$ cat src/rtl/seq_det_pkg.sv
// Shared types and constants for the serial pattern detector.
// Optional match counter is built only when SEQ_DET_CNT_EN is defined.
package seq_det_pkg;

   // Overlap mode encodings for cfg_overlap_i
   localparam logic OVL_ON  = 1'b1;
   localparam logic OVL_OFF = 1'b0;

   // Default geometry
   localparam int          PAT_LEN_DEF = 8;
   localparam int          CNT_W_DEF   = 8;
   localparam logic [7:0]  RST_PAT_DEF = 8'b0110_1010;

   // Fill counter must hold 0..16
   localparam int FILL_W = 5;

   // Moore detector state
   typedef enum logic {
      ST_IDLE  = 1'b0,
      ST_MATCH = 1'b1
   } det_state_e;

   // Saturating increment of the history fill level
   function automatic logic [FILL_W-1:0] fill_sat_inc(input logic [FILL_W-1:0] fill,
                                                     input logic [FILL_W-1:0] limit);
      if (fill >= limit) begin
         return limit;
      end
      return fill + 5'd1;
   endfunction

endpackage

$ cat src/rtl/seq_det_sat_cnt.sv
// Saturating up-counter with synchronous clear; clear beats increment.
module seq_det_sat_cnt #(
   parameter int CNT_W = 8
) (
   input  logic             clk_i,
   input  logic             rst_ni,
   input  logic             inc_i,
   input  logic             clr_i,
   output logic [CNT_W-1:0] cnt_o
);

   logic [CNT_W-1:0] cnt_q;
   logic [CNT_W-1:0] cnt_d;

   // Next count: clear first, then increment unless already all-ones
   always_comb begin
      cnt_d = cnt_q;
      if (clr_i) begin
         cnt_d = '0;
      end else if (inc_i && (cnt_q != '1)) begin
         cnt_d = cnt_q + CNT_W'(1);
      end
   end

   // Count register
   always_ff @(posedge clk_i or negedge rst_ni) begin
      if (!rst_ni) begin
         cnt_q <= '0;
      end else begin
         cnt_q <= cnt_d;
      end
   end

   assign cnt_o = cnt_q;

endmodule

$ cat src/rtl/seq_detector.sv
// Run-time programmable Moore serial-pattern detector.
// Define SEQ_DET_CNT_EN to build the saturating match counter; otherwise
// match_cnt_o is tied to zero and cnt_clr_i is ignored.
//
//  state    | meaning
//  ---------+-----------------------------------------------
//  ST_IDLE  | no match completed on the previous edge
//  ST_MATCH | last accepted sample completed a match (flag)
module seq_detector
   import seq_det_pkg::*;
#(
   parameter int                 PAT_LEN = PAT_LEN_DEF,
   parameter int                 CNT_W   = CNT_W_DEF,
   parameter logic [PAT_LEN-1:0] RST_PAT = PAT_LEN'(RST_PAT_DEF)
) (
   input  logic               clk_i,
   input  logic               rst_ni,
   input  logic               din_i,
   input  logic               din_valid_i,
   input  logic               cfg_load_i,
   input  logic [PAT_LEN-1:0] cfg_pattern_i,
   input  logic               cfg_overlap_i,
   input  logic               cnt_clr_i,
   output logic               flag_o,
   output logic [CNT_W-1:0]   match_cnt_o
);

   localparam logic [FILL_W-1:0] FILL_MAX = FILL_W'(PAT_LEN);

   det_state_e         state_q, state_d;
   logic [PAT_LEN-1:0] hist_q, hist_d;
   logic [FILL_W-1:0]  fill_q, fill_d;
   logic [PAT_LEN-1:0] pattern_q, pattern_d;
   logic               overlap_q, overlap_d;

   logic [PAT_LEN-1:0] hist_shift;
   logic [FILL_W-1:0]  fill_inc;
   logic               match;

   // The oldest history bit is shifted out before it is ever compared
   logic hist_msb_unused;
   assign hist_msb_unused = hist_q[PAT_LEN-1];

   // State register: Moore state plus history, fill and configuration
   always_ff @(posedge clk_i or negedge rst_ni) begin
      if (!rst_ni) begin
         state_q   <= ST_IDLE;
         hist_q    <= '0;
         fill_q    <= '0;
         pattern_q <= RST_PAT;
         overlap_q <= OVL_ON;
      end else begin
         state_q   <= state_d;
         hist_q    <= hist_d;
         fill_q    <= fill_d;
         pattern_q <= pattern_d;
         overlap_q <= overlap_d;
      end
   end

   // Next-state: config load wins over a sample; a match in
   // non-overlap mode restarts the history from empty
   always_comb begin
      state_d    = ST_IDLE;
      hist_d     = hist_q;
      fill_d     = fill_q;
      pattern_d  = pattern_q;
      overlap_d  = overlap_q;
      match      = 1'b0;
      hist_shift = {hist_q[PAT_LEN-2:0], din_i};
      fill_inc   = fill_sat_inc(fill_q, FILL_MAX);

      if (cfg_load_i) begin
         pattern_d = cfg_pattern_i;
         overlap_d = cfg_overlap_i;
         hist_d    = '0;
         fill_d    = '0;
      end else if (din_valid_i) begin
         match = (fill_inc == FILL_MAX) && (hist_shift == pattern_q);
         if (match && (overlap_q == OVL_OFF)) begin
            hist_d = '0;
            fill_d = '0;
         end else begin
            hist_d = hist_shift;
            fill_d = fill_inc;
         end
         if (match) begin
            state_d = ST_MATCH;
         end
      end
   end

   // Moore output: flag straight from the state register
   always_comb begin
      flag_o = (state_q == ST_MATCH);
   end

`ifdef SEQ_DET_CNT_EN
   seq_det_sat_cnt #(
      .CNT_W (CNT_W)
   ) u_sat_cnt (
      .clk_i  (clk_i),
      .rst_ni (rst_ni),
      .inc_i  (match),
      .clr_i  (cnt_clr_i),
      .cnt_o  (match_cnt_o)
   );
`else
   logic cnt_clr_unused;
   assign cnt_clr_unused = cnt_clr_i;
   assign match_cnt_o    = '0;
`endif

endmodule

$ cat config.mk
export PLATFORM = sky130hd
export DESIGN_NAME = seq_detector
export DESIGN_NICKNAME = d
export VERILOG_FILES = /design/src/rtl/seq_det_pkg.sv /design/src/rtl/seq_det_sat_cnt.sv /design/src/rtl/seq_detector.sv
export SDC_FILE = /design/constraint.sdc
export NUM_CORES = 1
export LEC_CHECK = 0
export CAP_MARGIN = 5
export CELL_PAD_IN_SITES_DETAIL_PLACEMENT = 1
export CELL_PAD_IN_SITES_GLOBAL_PLACEMENT = 2
export CORE_ASPECT_RATIO = 0.75
export CORE_MARGIN = 10
export CORE_UTILIZATION = 28
export CTS_BUF_LIST = sky130_fd_sc_hd__clkbuf_16
export CTS_CLUSTER_SIZE = 40
export DETAILED_ROUTE_END_ITERATION = 7
export HOLD_SLACK_MARGIN = 0.15
export PLACE_DENSITY = 0.73
export SLEW_MARGIN = 20
export SYNTH_ARGS = -nofsm -noshare
export SYNTH_HDL_FRONTEND = slang
export SYNTH_SLANG_ARGS = --single-unit
$ cat constraint.sdc
create_clock -name clk_i -period 1.6 [get_ports clk_i]
set_input_delay 0.32 -clock clk_i [delete_from_list [all_inputs] [get_ports clk_i]]
set_output_delay 0.32 -clock clk_i [all_outputs]
set_load 0.02 [all_outputs]
==> results of run 1 <==
per-layer routing:
metal  vias to the layer above  GRT usage  routed length, um
met2                        34      0.120               1230
met3                         2     0.0377                179
li1                        385          -                  -
met5                         -          0                  0
met1                       414      0.102               1330
met4                         0     0.0290                 27
through the flow:
| step | std cells | hold slack (ns) | worst slack, ns |
|---|---|---|---|
| floorplan | 106 | 0.0244 | 0.0170 |
| global placement | 168 | 0.515 | -0.303 |
| detailed placement | 168 | 0.525 | -0.412 |
| CTS | 173 | 0.431 | -0.0482 |
| global route | 175 | 0.439 | -0.181 |
| finish | 175 | 0.419 | -0.106 |
flip-flops by register name, indices dropped and copies added (netlist names):
name       cells
overlap_q      1
fill_q         5
flag_o         1
hist_q         7
pattern_q      8
worst paths after layout:
path                                    from           end  slack [ns]
worst max-delay path               fill_q[1]     hist_q[0]       -0.11
min in group clk_i              pattern_q[2]  pattern_q[2]        0.54
worst min-delay path                  rst_ni     fill_q[0]        0.42
max in group asynchronous             rst_ni     overlap_q        0.89
worst min register to register  pattern_q[2]  pattern_q[2]        0.54
worst max register to register     fill_q[1]     hist_q[0]       -0.11
critical path: cells and delay by family, from the launching register on:
| family | cells | cell delay (ns) |
|---|---|---|
| simple gates | 2 | 0.50 |
| flops | 1 | 0.39 |
| fa+ha+maj | 1 | 0.16 |
| compound gates | 2 | 0.53 |
final cells by class:
cell class,count,area (um2),area share
Multi-Input combinational cell,66,528,0.356
Clock buffer,3,75.1,0.0505
Inverter,4,15.0,0.0101
Timing Repair Buffer,27,241,0.163
Sequential cell,22,557,0.375
Tap cell,52,65.1,0.0438
Clock inverter,1,3.75,0.00253
kinds of logic after synthesis:
logic type      count (synthesis)  share of synthesized area
compound gates                 16                      0.106
xor+xnor                        8                     0.0627
fa+ha+maj                       1                     0.0112
buf+inv                        18                     0.0952
flops                          22                      0.498
mux                             9                     0.0907
other cells                     1                    0.00336
simple gates                   24                      0.132
layout by cell type (no fill, tap or decap), drive strengths merged, types with 2 or more instances in the layout:
cell            n
dfrtp          17
conb            8
a21oi           5
clkdlybuf4s50  14
dfstp           5
inv             4
o41ai           2
clkbuf          3
o32ai           3
nor2            4
nor3            3
xor2            8
buf            13
nand3b          6
nand4           2
mux2            9
timing repair:
item,CTS,global route
setup endpoints to repair,8,9
cloned,0,0
gates resized for setup,4,4
endpoints found under the hold margin,0,0
pin swaps,1,4
setup buffers,1,2
power by group:
group / leakage (uW) / switching, uW / internal [uW] / total [uW]
clock: 0.0000385 / 213 / 334 / 547
sequential: 0.000279 / 22.0 / 596 / 618
combinational: 0.000301 / 93.8 / 88.8 / 183
==> run_results.csv, run 1 <==
group,metric,value,unit
status,outcome,"complete, but fails checks",
status,violations_in_the_final_reports,"setup timing",
cts,post_cts_hold_buffer_count,0,
synth,post_synth_edffs,0,
detailed_routing,routed_wire_length_per_instance,15.8,um
synth,synthTopCellsByArea,"sky130_fd_sc_hd__dfrtp_1 (38%), sky130_fd_sc_hd__dfstp_2 (12%), sky130_fd_sc_hd__mux2_2 (9.1%)",
setup_path,critPathMaxFanout,8,
timing,finalHoldViolations,0,
detailed_routing,route.antenna.remaining_nets,0,
floorplanning,floorplan.initialDensity,0.297,
pwr,fin_total_pwr,1350,uW
synth,avgSynthCellArea,11.3,um2
cts,cts_inserted_buffers,3,
place,post_dp_cell_area,1340,um2
cts,htreeDepth,1,
cts,cts_buffer_depth,2,
floorplanning,die_area,6940,um2
final_layout,num-fill-cells,445,
floorplanning,die_h,74.7,um
synth,synth_seq_area_share,0.498,
synth,syn_area,1120,um2
detailed_routing,final_wirelength,2770,um
setup_path,ff2ff_path_depth,5,
setup_path,crit_path_cell_trace,"ha_4, nand4_1, a2111oi_4, and4_4, o32ai_2",
synth,yosysWarnings,0,
synth,ys.flop_type,"sky130_fd_sc_hd__dfrtp_1",
setup_path,timing.critical_path.to_type,"register",
final_layout,utilization,0.395,
synth,synth-async-reset-ratio,1.00,
timing,setup_total_negative_slack,-0.812,ns
cts,cts.clk_slew.worst_paths,0.06,ns
timing,min_period,1.71,ns
global_route,antenna_found_initial,0,
cts,clk_root_buffer_cell,"sky130_fd_sc_hd__clkbuf_16",
final_layout,drive_above_1_share,0.301,
place,globalplace.congestion,0.843,
global_route,first_pass_grt_wire_length,4430,um
synth,most_frequent_cell_after_synthesis,"sky130_fd_sc_hd__dfrtp_1",
synth,synth_top_area_share,0.381,
synth,most_common_library_cells_after_synthesis,"sky130_fd_sc_hd__dfrtp_1 (17), sky130_fd_sc_hd__mux2_2 (9), sky130_fd_sc_hd__buf_4 (8), sky130_fd_sc_hd__xor2_1 (8), sky130_fd_sc_hd__nand3b_1 (6)",
detailed_routing,drt_pre_antenna_iters,5,
floorplanning,ioPinCount,24,
setup_path,cp_slowest_cell,"sky130_fd_sc_hd__a2111oi_4",
detailed_routing,vias,835,
timing,clock-skew-final,0.00320,ns
final_layout,flow.area_growth_from_synthesis,32.9,%
detailed_routing,vias_per_cell,4.77,
setup_path,worstSetupStartpointType,"register",
synth,syn-instance-count,99,
synth,netlist-cell-type-count,33,
timing,post-route-worst-setup-slack,-0.106,ns
pwr,power.density,907,nW/um2
setup_path,slowest_delay,0.43,ns
detailed_routing,detail_route.drc_violations,0,
cts,cts.sink_count,22,
cts,worstSkewPairLatency,0.26,ns
floorplanning,die_x,92.9,um
pwr,static-leakage-power,0.000618,uW
detailed_routing,dr.first_iter.drc_count,83,
global_route,first_global_vias,901,
setup_path,critical_path_arrival,1.84,ns
timing,final-max-slew-violation-count,0,
timing,clock.fmax,586,MHz
synth,synth_area_leader_cell,"sky130_fd_sc_hd__dfrtp_1",
final_layout,finish.instance_area,1490,um2
hold_path,hp-class,"input port to async pin",
place,port_buffers,14,
place,final_hpwl_from_detailed_placement,2040,um
floorplanning,coreArea,3760,um2
pwr,worst_ir_drop_vdd,0.456,mV
setup_path,worstPathRequired,1.74,ns
final_layout,design.final.nets,140,
cts,cts_tree,"done",
final_layout,antenna-diode-count,0,
run,max_cap_check_violation_count,0,
global_route,grt_overflow_total,0,
timing,setup_violations,9,
global_route,grt_max_degree,23,
timing,grt_setup_unrepaired,"true",
timing,period_share,1.07,
setup_path,path_class,"register to register",
global_route,track_usage,0.0812,
synth,synth.ff_latch_count,22,
floorplanning,rows,19,
(Power assumes the default switching activity.)
==> run 2, diff against run 1 <==
- TNS_END_PERCENT: default -> 50
==> run_results.csv, run 2 (synthesis gave the netlist of run 1 again) <==
group,metric,value,unit
status,outcome,"complete, but fails checks",
status,violations_in_the_final_reports,"setup timing",
timing,post-route-worst-setup-slack,-0.110,ns
final_layout,fin_cells,175,
setup_path,critical_path.top_delay_family,"compound AO/OA/AOI/OAI gates",
detailed_routing,drt_pre_antenna_iters,4,
cts,post_cts_hold_buffer_count,0,
detailed_routing,drt-met1-wl,1330,um
setup_path,startpoint,"fill_q[1]",
hold_path,hp-class,"input port to async pin",
global_route,grt_max_degree,23,
final_layout,design.final.nets,140,
floorplanning,die_area,6940,um2
setup_path,slowest_delay,0.43,ns
setup_path,crit_path_cell_trace,"ha_4, nand4_1, a2111oi_4, and4_4, o32ai_1",
floorplanning,coreArea,3760,um2
cts,cts.clk_slew.worst_paths,0.06,ns
detailed_routing,detail_route.drc_violations,0,
setup_path,internal_reg_to_reg_setup_slack,-0.11,ns
detailed_routing,dr.first_iter.drc_count,100,
pwr,pwr-share-clk,0.406,
setup_path,critical_path_arrival,1.85,ns
floorplanning,floorplan.initialDensity,0.297,
setup_path,worst-path-buf-inv,0,
setup_path,worstSetupStartpointType,"register",
setup_path,critPathMaxFanout,8,
cts,cts_buffer_depth,2,
final_layout,largest_register_ffs,8,
timing,final-max-slew-violation-count,0,
pwr,worst_ir_drop_vdd,0.455,mV
final_layout,registers.top_by_ff_count,"pattern_q",
final_layout,finish.instance_area,1490,um2
cts,cts_inserted_buffers,3,
setup_path,cp_slowest_cell,"sky130_fd_sc_hd__a2111oi_4",
pwr,p_seq_frac,0.458,
setup_path,timing.critical_path.to_type,"register",
pwr,power.density,907,nW/um2
place,port_buffers,14,
setup_path,worstPathRequired,1.74,ns
place,placedCellCount,168,
setup_path,worst_setup_path_endpoint,"hist_q[5]",
timing,finalHoldViolations,0,
floorplanning,die_h,74.7,um
setup_path,path_class,"register to register",
run,max_cap_check_violation_count,0,
global_route,antenna_found_initial,0,
detailed_routing,vias_per_cell,4.73,
detailed_routing,routed_wire_length_per_instance,15.7,um
floorplanning,die_x,92.9,um
timing,min_period,1.71,ns
place,globalplace.congestion,0.843,
detailed_routing,route.antenna.remaining_nets,0,
timing,clock-skew-final,0.00309,ns
cts,worstSkewPairLatency,0.26,ns
cts,htreeDepth,1,
final_layout,final_common_cell,"sky130_fd_sc_hd__dfrtp_1",
setup_path,crit-reg2reg-capture,"hist_q[5]",
pwr,static-leakage-power,0.000618,uW
cts,cts.sink_count,22,
detailed_routing,top_signal_layer_used,"met4",
setup_path,crit-reg2reg-launch,"fill_q[1]",
pwr,power.switching,328,uW
global_route,first_pass_grt_wire_length,4420,um
final_layout,antenna-diode-count,0,
cts,clk_root_buffer_cell,"sky130_fd_sc_hd__clkbuf_16",
timing,grt_setup_unrepaired,"true",
global_route,track_usage,0.0810,
pwr,switching_share,0.244,
place,post_dp_cell_area,1340,um2
floorplanning,rows,19,
timing,clock.fmax,585,MHz
final_layout,flow.area_growth_from_synthesis,32.9,%
detailed_routing,met2_wirelength,1220,um
final_layout,drive_above_1_share,0.301,
global_route,grt_overflow_total,0,
detailed_routing,met3WireLength,172,um
cts,cts_tree,"done",
detailed_routing,final_wirelength,2750,um
pwr,cell_internal_power,1020,uW
setup_path,critical_path_depth,5,
place,final_hpwl_from_detailed_placement,2040,um
detailed_routing,vias,827,
timing,period_share,1.07,
pwr,share_comb_of_total_power,0.136,
floorplanning,ioPinCount,24,
global_route,first_global_vias,907,
timing,setup_violations,9,
final_layout,layout.cells.most_common_list,"sky130_fd_sc_hd__dfrtp_1 (17), sky130_fd_sc_hd__clkdlybuf4s50_1 (14), sky130_fd_sc_hd__buf_4 (12), sky130_fd_sc_hd__mux2_2 (9)",
final_layout,biggest_registers_after_layout,"pattern_q: 8 flops, hist_q: 7 flops, fill_q: 5 flops",
setup_path,ff2ff_path_depth,5,
==> run 2: cell counts in the layout (fill, tap and decap cells not counted) <==
Identical to the previous run, type by type.
==> run 2: worst min-delay path by stage <==
| stage | from | endpoint | cells past startpoint | slack [ns] |
|---|---|---|---|---|
| final | rst_ni | fill_q[0] | 2 | 0.42 |
| after CTS | rst_ni | fill_q[4] | 2 | 0.43 |
| after global routing | rst_ni | fill_q[4] | 2 | 0.44 |
| after floorplan | rst_ni | fill_q[0] | 0 | 0.02 |
| after detailed placement | pattern_q[2] | pattern_q[2] | 1 | 0.52 |
| after global placement | pattern_q[4] | pattern_q[4] | 1 | 0.52 |
==> run 2: through the flow <==
step	util	total power [uW]	setup TNS, ns	hold slack [ns]	setup slack [ns]
after floorplan	-	733	0	0.0244	0.0170
after global placement	0.355	793	-2.35	0.515	-0.303
after detailed placement	0.355	799	-3.06	0.525	-0.412
after CTS	0.385	1350	-0.223	0.431	-0.0482
after global routing	0.395	1410	-1.51	0.439	-0.181
final	0.395	1350	-0.838	0.419	-0.110
==> run 2: metal layers <==
metal / vias to the layer above / GRT usage
li1: 385 / -
met1: 408 / 0.101
met2: 32 / 0.120
met3: 2 / 0.0377
met4: 0 / 0.0290
met5: - / 0
==> run 2: layout make-up <==
| cell class | count | area (um2) |
|---|---|---|
| Clock buffer | 3 | 75.1 |
| Clock inverter | 1 | 3.75 |
| Fill cell | 445 | 2270 |
| Inverter | 4 | 15.0 |
| Multi-Input combinational cell | 66 | 528 |
| Sequential cell | 22 | 557 |
| Tap cell | 52 | 65.1 |
| Timing Repair Buffer | 27 | 241 |
==> run 2: repair_timing <==
action | in CTS | in global routing
setup buffers | 1 | 2
pin swaps | 1 | 4
gates resized for setup | 4 | 4
setup endpoints to repair | 8 | 9
==> run 2: power groups by stage <==
stage	Sequential [uW]	Clock, uW	Combinational, uW
floorplan	622	0	111
global route	621	588	199
CTS	619	548	180
detailed placement	627	0	172
finish	617	547	183
global placement	624	0	169
